==> src/rtl/product_accumulator_if.sv <==
`default_nettype none
// ============================================================================
// Module      : product_accumulator_if
// Description : Valid/ready product stream and result bus of the accumulator.
// Revision    : 1.0 - initial release
// ============================================================================
interface product_accumulator_if #(
    parameter int PROD_W = 8,
    parameter int ACC_W  = 12,
    parameter int CNT_W  = 4
);
    logic              start;
    logic [CNT_W-1:0]  num_terms;
    logic              prod_valid;
    logic [PROD_W-1:0] product;
    logic              prod_ready;
    logic [ACC_W-1:0]  acc_out;
    logic              busy;
    logic              done;
    logic              overflow;

    modport master (
        output start, num_terms, prod_valid, product,
        input  prod_ready, acc_out, busy, done, overflow
    );

    modport slave (
        input  start, num_terms, prod_valid, product,
        output prod_ready, acc_out, busy, done, overflow
    );
endinterface
`default_nettype wire

==> src/rtl/product_accumulator.sv <==
`default_nettype none
// ============================================================================
// Module      : product_accumulator
// Description : Sums a programmed number of unsigned products with saturation.
// Revision    : 1.0 - initial release
// ============================================================================
module product_accumulator #(
    parameter int PROD_W = 8,
    parameter int ACC_W  = 12,
    parameter int CNT_W  = 4
) (
    input  wire logic               clk,
    input  wire logic               rst,
    product_accumulator_if.slave    bus
);

    typedef enum logic [1:0] {
        S_IDLE  = 2'd0,
        S_ACCUM = 2'd1,
        S_DONE  = 2'd2
    } state_t;

    state_t             state_q, state_d;
    logic [ACC_W-1:0]   acc_q,   acc_d;
    logic [CNT_W-1:0]   rem_q,   rem_d;
    logic               ovf_q,   ovf_d;
    logic [ACC_W:0]     sum;

    // One extra bit catches the carry that signals saturation.
    assign sum = {1'b0, acc_q} + {{(ACC_W + 1 - PROD_W){1'b0}}, bus.product};

    always_ff @(posedge clk or posedge rst) begin
        if (rst) begin
            state_q <= S_IDLE;
            acc_q   <= '0;
            rem_q   <= '0;
            ovf_q   <= 1'b0;
        end else begin
            state_q <= state_d;
            acc_q   <= acc_d;
            rem_q   <= rem_d;
            ovf_q   <= ovf_d;
        end
    end

    always_comb begin
        state_d = state_q;
        acc_d   = acc_q;
        rem_d   = rem_q;
        ovf_d   = ovf_q;
        case (state_q)
            S_IDLE, S_DONE: begin
                if (bus.start) begin
                    acc_d = '0;
                    ovf_d = 1'b0;
                    if (bus.num_terms != '0) begin
                        state_d = S_ACCUM;
                        rem_d   = bus.num_terms;
                    end else begin
                        state_d = S_DONE;
                    end
                end
            end
            S_ACCUM: begin
                if (bus.prod_valid) begin
                    if (sum[ACC_W]) begin
                        acc_d = '1;
                        ovf_d = 1'b1;
                    end else begin
                        acc_d = sum[ACC_W-1:0];
                    end
                    rem_d = rem_q - {{(CNT_W - 1){1'b0}}, 1'b1};
                    if (rem_q == {{(CNT_W - 1){1'b0}}, 1'b1}) begin
                        state_d = S_DONE;
                    end
                end
            end
            default: begin
                state_d = S_IDLE;
            end
        endcase
    end

    assign bus.prod_ready = (state_q == S_ACCUM);
    assign bus.busy       = (state_q == S_ACCUM);
    assign bus.done       = (state_q == S_DONE);
    assign bus.acc_out    = acc_q;
    assign bus.overflow   = ovf_q;

endmodule
`default_nettype wire
==> src/flat_wrapper.sv <==
// flat-port wrapper written by rule: the top's interface ports become plain ports
module product_accumulator_flat 
#(
    parameter int PROD_W = 8,
    parameter int ACC_W  = 12,
    parameter int CNT_W  = 4
)
  (clk, rst, bus_start, bus_num_terms, bus_prod_valid, bus_product, bus_prod_ready, bus_acc_out, bus_busy, bus_done, bus_overflow);
  product_accumulator_if #(.PROD_W(PROD_W), .ACC_W(ACC_W), .CNT_W(CNT_W)) bus_i ();
  input  wire logic clk;
  input  wire logic rst;
  input wire logic [$bits(bus_i.start)-1:0] bus_start;
  input wire logic [$bits(bus_i.num_terms)-1:0] bus_num_terms;
  input wire logic [$bits(bus_i.prod_valid)-1:0] bus_prod_valid;
  input wire logic [$bits(bus_i.product)-1:0] bus_product;
  output wire logic [$bits(bus_i.prod_ready)-1:0] bus_prod_ready;
  output wire logic [$bits(bus_i.acc_out)-1:0] bus_acc_out;
  output wire logic [$bits(bus_i.busy)-1:0] bus_busy;
  output wire logic [$bits(bus_i.done)-1:0] bus_done;
  output wire logic [$bits(bus_i.overflow)-1:0] bus_overflow;
  assign bus_i.start = bus_start;
  assign bus_i.num_terms = bus_num_terms;
  assign bus_i.prod_valid = bus_prod_valid;
  assign bus_i.product = bus_product;
  assign bus_prod_ready = bus_i.prod_ready;
  assign bus_acc_out = bus_i.acc_out;
  assign bus_busy = bus_i.busy;
  assign bus_done = bus_i.done;
  assign bus_overflow = bus_i.overflow;
  product_accumulator #(.PROD_W(PROD_W), .ACC_W(ACC_W), .CNT_W(CNT_W)) u_core (.clk(clk), .rst(rst), .bus(bus_i));
endmodule
==> config.mk <==
export PLATFORM = sky130hd
export DESIGN_NAME = product_accumulator_flat
export DESIGN_NICKNAME = d
export VERILOG_FILES = /design/src/rtl/product_accumulator_if.sv /design/src/rtl/product_accumulator.sv /design/src/flat_wrapper.sv
export SDC_FILE = /design/constraint.sdc
export NUM_CORES = 1
export LEC_CHECK = 0
export ABC_AREA = 0
export CAP_MARGIN = 25
export CORE_ASPECT_RATIO = 2
export CORE_MARGIN = 10
export CORE_UTILIZATION = 40
export CTS_CLUSTER_SIZE = 28
export DETAILED_ROUTE_END_ITERATION = 6
export HOLD_SLACK_MARGIN = 0.06
export PLACE_DENSITY = 0.71
export SYNTH_ARGS = -nofsm -noshare
export SYNTH_HDL_FRONTEND = slang
export SYNTH_SLANG_ARGS = --single-unit
==> constraint.sdc <==
create_clock -name clk -period 5.7 [get_ports clk]
set_clock_uncertainty 0.1 [all_clocks]
set_input_delay 0.855 -clock clk [delete_from_list [all_inputs] [get_ports clk]]
set_output_delay 0.855 -clock clk [all_outputs]
set_load 0.01 [all_outputs]
==> impl_metrics.csv <==
group,metric,value,unit
status,outcome,"completed",
synthesis,synth_most_common_cell,"a21oi_1",
clock_tree,cts.htree.levels,1,
global_route,grtUsageMet2,20.5,%
route,drt_iter0_markers,26,
run,max_cap_violations,0,
timing,hold_violations,0,
finish,instances_no_fill,209,
synthesis,synthSimpleGateAreaFrac,18.3,%
clock_tree,cts_buffers,3,
placed_design,placed_cells,205,
worst_setup_path,r2r_cells,7,
synthesis,synth_fa_ha_area_share,11.1,%
synthesis,yosys_most_used_dff,"dfrtp_1",
timing,max_slew_margin,49.3,%
finish,diodes,0,
clock_tree,clk_pin_slew,70,ps
route,drtAntennaViolNets,0,
synthesis,syn-cell-area,1310,um^2
global_route,grt_pass1_wl,5.76,mm
timing,worst_pin_slew,759,ps
worst_setup_path,required,5740,ps
timing,fmax,311,MHz
synthesis,syn_avg_cell_area,8.80,um^2
global_route,antenna_found_initial,0,
global_route,grt_remaining_overflow,0,
global_route,grt_use_met3,3.54,%
clock_tree,clock_path_buffers,2,
worst_setup_path,worstSetupStartpointType,"input port",
worst_setup_path,startpoint,"bus_product[0]",
min_path,min_path_type,"flip-flop to flip-flop",
die,fp-row-count,29,
clock_tree,root_buffer,"clkbuf_8",
power_and_ir_drop,leakage,0.709,nW
finish,area_delta_synth_final,28.0,%
synthesis,synth_area_leaders,"dfrtp_1 36%, ha_1 9.5%, a21oi_1 8.8%",
finish,fillers,294,
global_route,grt_pass1_vias,1325,
worst_setup_path,crit_arrival,3260,ps
worst_setup_path,cp_max_fo,7,
synthesis,synth-xor-area-share,3.34,%
route,drt-total-wl,3.48,mm
power_and_ir_drop,ir_drop,0.000241,V
synthesis,syn-num-nets,176,
timing,grt_setup_unrepaired,"no",
synthesis,yosysSeqAreaShare,36.3,%
route,vias_per_cell,5.90,
placed_design,dp_hpwl,2.83,mm
clock_tree,clkSinkCount,19,
die,initial_utilization,41.5,%
clock_tree,postCtsResizedCells,0,
synthesis,ys_seq_elements,19,
power_and_ir_drop,power.total,0.000846,W
finish,layout.nets,206,
synthesis,ys_top_cells_by_count,"23 x a21oi_1, 20 x nor2_1, 19 x dfrtp_1",
die,die_w,60.5,um
clock_tree,cts_hold_buf,0,
die,die_area,6110,um^2
timing,tns,0,ps
worst_setup_path,rrSetupSlack,3070,ps
worst_setup_path,endpoint,"u_core.bus.acc_out[9]",
synthesis,synth_mux_area_share,1.53,%
synthesis,synth_top_area_cell,"dfrtp_1",
die,die_y,101,um
placed_design,gp_congestion,0.877,
synthesis,async_flop_share,100,%
synthesis,syn_inst,149,
die,core_area,3160,um^2
synthesis,synth_compound_area_share,26.2,%
worst_setup_path,worstReg2RegStart,"u_core.bus.acc_out[0]",
die,num_io_pins,32,
route,num_vias,1234,
clock_tree,cts_setup_buffers,0,
placed_design,io_buffers,31,
global_route,grt_max_degree,20,
global_route,grt_use_total,11.8,%
timing,timing.final.crit_share,56.4,%
worst_setup_path,worstSetupEndpointType,"flip-flop",
worst_setup_path,criticalPathCategory,"input port to flip-flop",
timing,min_period,3210,ps
route,post_drt_wl_per_cell,16.7,um
power_and_ir_drop,power_density,504,nW/um^2
global_route,busiest_layer,"met2",
timing,setup-violations-final,0,
timing,drv_slew,0,
clock_tree,cts_tree,"done",
route,drc,0,
synthesis,synth_top_area_share,36.3,%
route,dr.pass1.iters,4,
synthesis,synth_cell_types,40,
clock_tree,clk_latency,260,ps
synthesis,synth_edf_count,0,
worst_setup_path,r2r-end,"u_core.bus.acc_out[9]",
synthesis,synth_top_family_by_area,"compound AO/OA/AOI/OAI gates",
synthesis,ys_warn_count,0,
global_route,gr-usage-met1,11.1,%
finish,drive_gt1_share,5.06,%
[area by class of cell]
class | instances | area [um^2] | share of cell area, %
inverter | 4 | 15.0 | 0.895
sequential | 19 | 475 | 28.3
clock buffer | 4 | 45.0 | 2.68
tap | 31 | 38.8 | 2.31
multi-input combinational | 120 | 793 | 47.3
timing repair buffer | 31 | 310 | 18.5
[metal layers]
layer / wire (um) / part of all wire [%]
met5: 0 / 0
met4: 145 / 4.2
met3: 284 / 8.2
met2: 1830 / 53
met1: 1220 / 35
[registers in the layout, summed over array words and instances (netlist names)]
signal,flops
u_core.bus.overflow,1
u_core.state_q,2
u_core.rem_q,4
u_core.bus.acc_out,12
[cells by family after synthesis]
logic type / count (synthesis)
buf+inv: 10
simple gates: 51
mux: 2
fa+ha+maj: 11
xor+xnor: 5
compound gates: 51
flops: 19
[worst max-delay path: stages]
cell and delay [ps]:
clkdlybuf4s50_1 410, ha_1 220, fa_1 430, a211oi_1 310
o21a_2 260, a211oi_4 100, or4b_1 540, o211a_1 130
[worst min-delay path by stage]
stage | slack [ps] | depth (start not counted) | endpoint | start
after floorplan | 370 | 2 | u_core.rem_q[1] | u_core.rem_q[1]
after global placement | 400 | 1 | u_core.rem_q[3] | u_core.rem_q[3]
after detailed placement | 400 | 2 | u_core.bus.overflow | u_core.bus.overflow
after CTS | 420 | 2 | u_core.bus.overflow | u_core.bus.overflow
after global routing | 450 | 1 | u_core.rem_q[3] | u_core.rem_q[3]
final | 410 | 2 | u_core.bus.overflow | u_core.bus.overflow
[report_power, final]
part	internal, W	total (W)	switching [W]
sequential	0.000189	0.000247	0.0000578
clock	0.0000497	0.0000946	0.0000449
combinational	0.000239	0.000505	0.000266
total	0.000478	0.000846	0.000368
[metrics by stage]
stage	hold slack (ps)	instance area (um^2)	utilization, %	setup slack [ps]
floorplan	372	1310	-	2830
global placement	395	1630	51.7	2320
detailed placement	402	1630	51.7	2240
CTS	417	1680	53.2	2490
global route	446	1680	53.2	2420
finish	408	1680	53.2	2490
[cells in the final DEF, fill, tap and decap left out, types with 2 or more instances in the layout]
master and instances:
inv_1 4, a31oi_1 3, o21ai_0 5, ha_1 10, o211a_1 2, clkbuf_8 3, nand2b_1 2, nand2_1 10
nor3_1 5, a21oi_1 23, a211oi_1 4, nand3_1 5, nor2_1 20, xor2_1 4, dfrtp_1 19, clkdlybuf4s50_1 31
nor2b_1 3, mux2i_1 2, o22a_1 2, or4_1 2
No activity file was read; power rests on OpenSTA's default activity.
